==> config.mk <==
export PLATFORM = sky130hd
export DESIGN_NAME = dm_access_ctrl
export DESIGN_NICKNAME = d
export VERILOG_FILES = /design/src/rtl/dm_access_ctrl.sv
export SDC_FILE = /design/constraint.sdc
export NUM_CORES = 1
export LEC_CHECK = 0
export CELL_PAD_IN_SITES_DETAIL_PLACEMENT = 0
export CELL_PAD_IN_SITES_GLOBAL_PLACEMENT = 1
export CORE_MARGIN = 1
export CORE_UTILIZATION = 30
export DETAILED_ROUTE_END_ITERATION = 8
export GPL_ROUTABILITY_DRIVEN = 0
export GPL_TIMING_DRIVEN = 0
export PLACE_DENSITY = 0.82
export SETUP_SLACK_MARGIN = 0.4
export SYNTH_ARGS = -nofsm -noshare
export SYNTH_HDL_FRONTEND = slang
export SYNTH_SLANG_ARGS = --single-unit
==> constraint.sdc <==
create_clock -name clk -period 4.65 [get_ports clk]
set_input_delay 0.465 -clock clk [delete_from_list [all_inputs] [get_ports clk]]
set_output_delay 0.465 -clock clk [all_outputs]
set_load 0.02 [all_outputs]
==> src/rtl/dm_access_ctrl.sv <==
// Sequences MEM-stage loads/stores onto a single-port synchronous data memory,
// splitting word-crossing accesses into two word transactions and extending load data.
module dm_access_ctrl #(
    parameter int ADDR_W           = 10,
    parameter bit ALLOW_MISALIGNED = 1'b1
) (
    input  logic              clk,
    input  logic              rst,
    input  logic              req_valid,
    output logic              req_ready,
    input  logic              req_we,
    input  logic [1:0]        req_size,
    input  logic              req_unsigned,
    input  logic [31:0]       req_addr,
    input  logic [31:0]       req_wdata,
    output logic              resp_valid,
    output logic [31:0]       resp_rdata,
    output logic              resp_err,
    output logic              mem_en,
    output logic [3:0]        mem_we,
    output logic [ADDR_W-1:0] mem_addr,
    output logic [31:0]       mem_wdata,
    input  logic [31:0]       mem_rdata
);

    typedef enum logic [2:0] {IDLE, RD1, RD2, WR2, DONE} state_t;

    state_t            state;
    logic [1:0]        o_q;
    logic [1:0]        size_q;
    logic              uns_q;
    logic              split_q;
    logic              err_q;
    logic [ADDR_W-1:0] addr_q;
    logic [31:0]       whi_q;
    logic [3:0]        mhi_q;
    logic [31:0]       lo_q;

    logic [1:0]        o;
    logic [3:0]        base;
    logic [7:0]        m;
    logic [63:0]       w64;
    logic              split;
    logic              fault;
    logic [ADDR_W-1:0] a;
    logic              accept;
    logic              unused_addr_bits;

    assign unused_addr_bits = ^req_addr[31:ADDR_W+2];

    // Request decode: lane mask and lane-aligned store data over two words
    always_comb begin
        o = req_addr[1:0];
        case (req_size)
            2'd0:    base = 4'h1;
            2'd1:    base = 4'h3;
            default: base = 4'hF;
        endcase
        m     = {4'b0000, base} << o;
        w64   = {32'h0, req_wdata} << {o, 3'b000};
        split = |m[7:4];
        fault = split && (ALLOW_MISALIGNED == 1'b0);
        a     = req_addr[ADDR_W+1:2];
    end

    assign resp_valid = (state == RD1 && !split_q) || state == RD2 || state == DONE;
    assign req_ready  = !rst && (state == IDLE || resp_valid);
    assign accept     = req_valid && req_ready;
    assign resp_err   = (state == DONE) && err_q;

    function automatic logic [31:0] ext(input logic [31:0] d, input logic [1:0] sz,
                                        input logic u);
        case (sz)
            2'd0:    ext = {{24{~u & d[7]}}, d[7:0]};
            2'd1:    ext = {{16{~u & d[15]}}, d[15:0]};
            default: ext = d;
        endcase
    endfunction

    logic [63:0] ld_src;
    logic [31:0] ld_aligned;

    always_comb begin
        ld_src     = (state == RD2) ? {mem_rdata, lo_q} : {32'h0, mem_rdata};
        ld_aligned = 32'(ld_src >> {o_q, 3'b000});
        resp_rdata = 32'h0;
        if ((state == RD1 && !split_q) || state == RD2)
            resp_rdata = ext(ld_aligned, size_q, uns_q);
    end

    // Second halves of split accesses own the port; a response cycle may issue a new request
    always_comb begin
        mem_en    = 1'b0;
        mem_we    = 4'h0;
        mem_addr  = '0;
        mem_wdata = 32'h0;
        if (state == RD1 && split_q) begin
            mem_en   = 1'b1;
            mem_addr = addr_q + ADDR_W'(1);
        end else if (state == WR2) begin
            mem_en    = 1'b1;
            mem_we    = mhi_q;
            mem_addr  = addr_q + ADDR_W'(1);
            mem_wdata = whi_q;
        end else if (accept && !fault) begin
            mem_en    = 1'b1;
            mem_we    = req_we ? m[3:0] : 4'h0;
            mem_addr  = a;
            mem_wdata = w64[31:0];
        end
    end

    always_ff @(posedge clk or posedge rst) begin
        if (rst) begin
            state   <= IDLE;
            o_q     <= 2'd0;
            size_q  <= 2'd0;
            uns_q   <= 1'b0;
            split_q <= 1'b0;
            err_q   <= 1'b0;
            addr_q  <= '0;
            whi_q   <= 32'h0;
            mhi_q   <= 4'h0;
            lo_q    <= 32'h0;
        end else if (state == RD1 && split_q) begin
            lo_q  <= mem_rdata;
            state <= RD2;
        end else if (state == WR2) begin
            state <= DONE;
        end else if (accept) begin
            o_q     <= o;
            size_q  <= req_size;
            uns_q   <= req_unsigned;
            split_q <= split;
            err_q   <= fault;
            addr_q  <= a;
            whi_q   <= w64[63:32];
            mhi_q   <= m[7:4];
            if (fault)
                state <= DONE;
            else if (!req_we)
                state <= RD1;
            else
                state <= split ? WR2 : DONE;
        end else begin
            state <= IDLE;
        end
    end

endmodule

==> impl_metrics.json, run 1 <==
{
  "ctsHoldBuffers": 0,
  "dp_hpwl_um": 15700,
  "syn-num-nets": 757,
  "ys_top_cells_by_area": "dfrtp_1, mux2_2, mux2i_1",
  "yosys-top-cells-count": "nand2_1, dfrtp_1, nor2_1",
  "start_kind": "input pin",
  "grt_max_degree": 41,
  "ys_seq_elements": 78,
  "path_max_fanout": 40,
  "postRouteAntennaNets": 0,
  "num_io_pins": 185,
  "r2r_end": "lo_q[0]",
  "nFillCells": 1873,
  "ctsHtreeMaxLevel": 3,
  "row_count": 50,
  "cp.arrival_ps": 3510,
  "synth_most_common_cell": "nand2_1",
  "dieArea_um2": 19800,
  "pwr_density_cell_nw_per_um2": 349,
  "synth_area_per_cell_um2": 8.83,
  "cts_tree": "yes",
  "r2r_cells": 6,
  "antenna_found_initial": 0,
  "min_delay_worst_endpoint": "whi_q[21]",
  "grt_use_total_pct": 21.6,
  "clock-sinks": 78,
  "grt_pass1_wl_um": 32700,
  "maxSlewViolCount": 0,
  "syn2layout_area_growth_pct": 39.3,
  "ys_types": 49,
  "worst_slew_pin_slew_ps": 1130,
  "synth_edf_count": 0,
  "die_x_um": 141,
  "synth_top_area_cell": "dfrtp_1",
  "worst_slack_ps": 679,
  "drive_above_1_share_pct": 12.6,
  "ys_seq_area_share_pct": 33.8,
  "gr-total-overflow": 0,
  "clk_pin_slew_worst_paths_ps": 60,
  "async_reset_ff_share_pct": 100,
  "drv_cap": 0,
  "vias_per_cell": 5.42,
  "period_needed_ps": 3970,
  "finalSetupTns_ps": 0,
  "status": "completed",
  "synth_top_area_share_pct": 33.8,
  "routed_wl_um": 20800,
  "worstHoldPathType": "flip-flop to flip-flop",
  "worstSetupEndpointType": "primary output",
  "fin_nets": 931,
  "diodes": 0,
  "fmax_mhz": 252,
  "start_util_pct": 30.7,
  "r2r_start": "state[2]",
  "worstSetupPathType": "input pin to primary output",
  "final_cell_area_um2": 8030,
  "final_util_pct": 42.8,
  "grt_pass1_vias": 5790,
  "post_cts_buffers": 0,
  "detail_route.first_pass.iterations": 6,
  "insertion_delay_ps": 350,
  "max_slew_margin_pct": 23.8,
  "hold_viol": 0,
  "wl_per_cell_um": 19.5,
  "root_buffer": "clkbuf_16",
  "syn-instance-count": 653,
  "numPortBuffers": 162,
  "period_share_pct": 85.4,
  "setup_viol": 0,
  "placed_area_um2": 7700,
  "ir_worst_vdd_mv": 0.209,
  "fp.coreArea_um2": 18800,
  "cts_max_path_buffers": 2,
  "drc": 0,
  "netlist_area_um2": 5770,
  "hp-start": "whi_q[21]",
  "synthFlopType": "dfrtp_1",
  "p_leak_nw": 3.28,
  "drtIter0Drc": 386,
  "rsz0062_at_grt": "false",
  "cp.required_ps": 4180,
  "holdPathStages": 2,
  "pre_cts_ws_ps": 510,
  "chipHeight_um": 141,
  "cts_made_buffers": 9,
  "vias": 5779,
  "fin_skew_ps": 4.16,
  "rrSetupSlack_ps": 2310,
  "ys.warnings.count": 0
}
==> flip-flops by register name, summed over array words and instances (netlist names) <==
name / cells
split_q: 1
size_q: 2
mhi_q: 3
addr_q: 10
o_q: 2
whi_q: 24
uns_q: 1
lo_q: 32
state: 3
==> metrics by stage <==
stage,instances,power [mW],hold WS [ps]
CTS,1066,2.81,469
global route,1066,2.94,493
finish,1066,2.80,465
global placement,1049,2.00,449
floorplan,653,1.63,439
detailed placement,1050,2.02,456
==> worst max-delay path, stage by stage <==
cell and delay (ps):
clkdlybuf4s50_1 450, inv_4 400, o21a_1 280, and2_1 140, clkbuf_1 340, clkbuf_1 540, nand2_1 140, nand3_1 110
clkdlybuf4s50_1 610
==> logic make-up after synthesis <==
logic type / synth area share [%]
AND/OR/NAND/NOR: 17.9
AO/OA/AOI/OAI: 15.6
multiplexers: 26.2
flip-flops: 33.8
buffers and inverters: 4.90
XOR/XNOR: 1.37
adder cells (fa/ha/maj): 0.217
other: 0.0650
==> what timing repair did <==
action / CTS / global route
setup endpoints to repair: 0 / 8
gates resized for setup: 0 / 1
endpoints found under the hold margin: 0 / 0
==> cell usage in the layout (no fill, tap or decap), drive strengths merged, types with 3 or more instances in the layout <==
cell type      count
o21ai             49
nor3               6
and2               3
xnor2              3
xor2               6
mux4              15
inv                6
o31ai              3
nand2            112
nor2              60
dfrtp             78
nor2b              8
nand3             35
buf               21
a21oi             32
mux2              55
mux2i             54
clkbuf            47
a221o              7
a22o               8
a31oi              7
nand2b             3
a211oi            17
a221oi             8
clkdlybuf4s50    162
==> area by class of cell <==
type                            instances  area [µm²]  share of cell area, %
Buffer                                 56         260                   3.24
Clock buffer                           11         243                   3.02
Clock inverter                          5        81.3                   1.01
Inverter                                6        25.0                  0.312
Multi-Input combinational cell        513        3540                   44.0
Sequential cell                        78        1950                   24.3
Tap cell                              234         293                   3.64
Timing Repair Buffer                  163        1640                   20.4
==> worst max-delay path by stage <==
stage	startpoint	endpoint	slack [ps]	cells after the start
floorplan	rst	mem_we[1]	580	6
global placement	rst	mem_wdata[5]	-1560	7
detailed placement	rst	mem_wdata[5]	510	7
CTS	rst	mem_wdata[5]	480	7
global route	rst	mem_addr[7]	470	9
finish	rst	mem_addr[9]	680	9
==> where the power goes <==
part	total (mW)	internal, mW	switching [mW]
logic	1.04	0.510	0.526
registers	0.980	0.855	0.125
clock network	0.784	0.486	0.298
==> routing by layer <==
metal	global-route usage, %	routed length, µm	part of all wire (%)
met1	28.3	9110	44
met5	0	0	0
met3	5.23	1910	9.1
met2	34.4	9360	45
met4	8.12	467	2.2
No activity file was read; power rests on OpenSTA's default activity.
==> run 2, diff against run 1 <==
- CTS_BUF_LIST: not set -> sky130_fd_sc_hd__clkbuf_16
==> impl_metrics.json, run 2 (synthesis results as in run 1) <==
{
  "status": "completed",
  "max_slew_margin_pct": 24.3,
  "largest_registers": "lo_q x32, whi_q x24, addr_q x10",
  "switching_power_mw": 0.950,
  "insertion_delay_ps": 350,
  "worst_slack_ps": 680,
  "top_register": "lo_q",
  "path_max_fanout": 40,
  "die_x_um": 141,
  "chipHeight_um": 141,
  "stdcell_count": 1066,
  "nFillCells": 1871,
  "hold_ws_ps": 465,
  "antenna_found_initial": 0,
  "fp.coreArea_um2": 18800,
  "power_mw": 2.78,
  "start_util_pct": 30.7,
  "clk_pin_slew_worst_paths_ps": 60,
  "layout_commonest_cell": "clkdlybuf4s50_1",
  "worstSetupPathType": "input pin to primary output",
  "pwr_density_cell_nw_per_um2": 347,
  "worst_slew_pin_slew_ps": 1130,
  "vias": 5809,
  "largest_reg_flops": 32,
  "fin_nets": 931,
  "worstSetupEndpointType": "primary output",
  "root_buffer": "clkbuf_16",
  "pwr-share-seq_pct": 35.2,
  "hold_viol": 0,
  "vias_per_cell": 5.45,
  "drc": 0,
  "drtIter0Drc": 376,
  "maxSlewViolCount": 0,
  "cts_tree": "yes",
  "wl_per_cell_um": 19.6,
  "grt_use_total_pct": 21.6,
  "dpl.cell_count": 1050,
  "clockPowerShare_pct": 27.5,
  "p_leak_nw": 3.28,
  "p_int_mw": 1.83,
  "most-common-layout-cells": "clkdlybuf4s50_1, nand2_1, dfrtp_1",
  "gr-total-overflow": 0,
  "clock-sinks": 78,
  "p_sw_share_pct": 34.1,
  "dp_hpwl_um": 15700,
  "drive_above_1_share_pct": 12.5,
  "postRouteAntennaNets": 0,
  "cp.required_ps": 4180,
  "regArea_um2": 1950,
  "grt_pass1_vias": 5790,
  "grt_max_degree": 41,
  "comb_power_share_pct": 37.3,
  "cts_max_path_buffers": 2,
  "cts_made_buffers": 9,
  "hp-start": "whi_q[21]",
  "start_kind": "input pin",
  "placed_area_um2": 7700,
  "dieArea_um2": 19800,
  "diodes": 0,
  "r2r_start": "state[2]",
  "ctsHtreeMaxLevel": 3,
  "fin_skew_ps": 4.65,
  "syn2layout_area_growth_pct": 39.1,
  "numPortBuffers": 162,
  "fmax_mhz": 252,
  "num_io_pins": 185,
  "rsz0062_at_grt": "false",
  "cp.arrival_ps": 3510,
  "period_share_pct": 85.4,
  "worstHoldPathType": "flip-flop to flip-flop",
  "post_cts_buffers": 0,
  "grt_pass1_wl_um": 32700,
  "final_cell_area_um2": 8020,
  "routed_wl_um": 20900,
  "setup_viol": 0,
  "pre_cts_ws_ps": 510,
  "row_count": 50,
  "drv_cap": 0,
  "period_needed_ps": 3970,
  "multi_input_area_um2": 3540,
  "detail_route.first_pass.iterations": 5,
  "ir_worst_vdd_mv": 0.209,
  "crit_start": "rst"
}
## run 2: changes by cell type in the layout (fill, tap and decap cells not counted)
cell and delta:
clkbuf_1 -1, inv_1 +1, clkbuf_8 -1, clkinv_1 +1
## run 2: layout make-up
cell class / count / share of cell area [%]
Tap cell: 234 / 3.65
Clock buffer: 9 / 2.81
Timing Repair Buffer: 163 / 20.5
Clock inverter: 7 / 1.11
Multi-Input combinational cell: 513 / 44.1
Inverter: 6 / 0.312
Buffer: 56 / 3.24
Sequential cell: 78 / 24.3
## run 2: timing repair
action	CTS	global route
hold buffers	0	0
gates resized for setup	0	1
endpoints found under the setup margin	0	8
## run 2: per-layer routing
layer  track usage, %  up-vias  routed length [µm]
li1                 -     2696                   -
met1             28.3     2770                9170
met2             34.4      310                9350
met3             5.23       33                1850
met4             8.12        0                 486
met5                0        -                   0
## run 2: critical path, cell delays in order
cell and delay [ps]:
clkdlybuf4s50_1 450, inv_4 400, o21a_1 280, and2_1 140, clkbuf_1 350, clkbuf_1 540, nand2_1 140, nand3_1 110
clkdlybuf4s50_1 610
## run 2: path summary, 6_finish.rpt
| check | endpoint | slack, ps | cells after the start |
|---|---|---|---|
| worst max-delay path | mem_addr[9] | 680 | 9 |
| worst min-delay path | whi_q[21] | 460 | 2 |
| worst max register to register | lo_q[0] | 2310 | 6 |
| worst min register to register | whi_q[21] | 460 | 2 |
| max in group asynchronous | lo_q[25] | 3540 | 3 |
| min in group asynchronous | addr_q[9] | 510 | 2 |
## run 2: stage by stage
stage                     utilization (%)  TNS (ps)
after floorplan                         -         0
after global placement               40.9    -66350
after detailed placement             41.0         0
after CTS                            42.7         0
after global routing                 42.7         0
final                                42.7         0
## run 2: power groups by stage
| stage | Sequential, mW | Clock (mW) | Combinational (mW) |
|---|---|---|---|
| after floorplan | 0.949 | 0 | 0.677 |
| after global placement | 0.981 | 0 | 1.02 |
| after detailed placement | 0.990 | 0 | 1.03 |
| after CTS | 0.977 | 0.780 | 1.03 |
| after global routing | 1.00 | 0.803 | 1.12 |
| final | 0.980 | 0.765 | 1.04 |
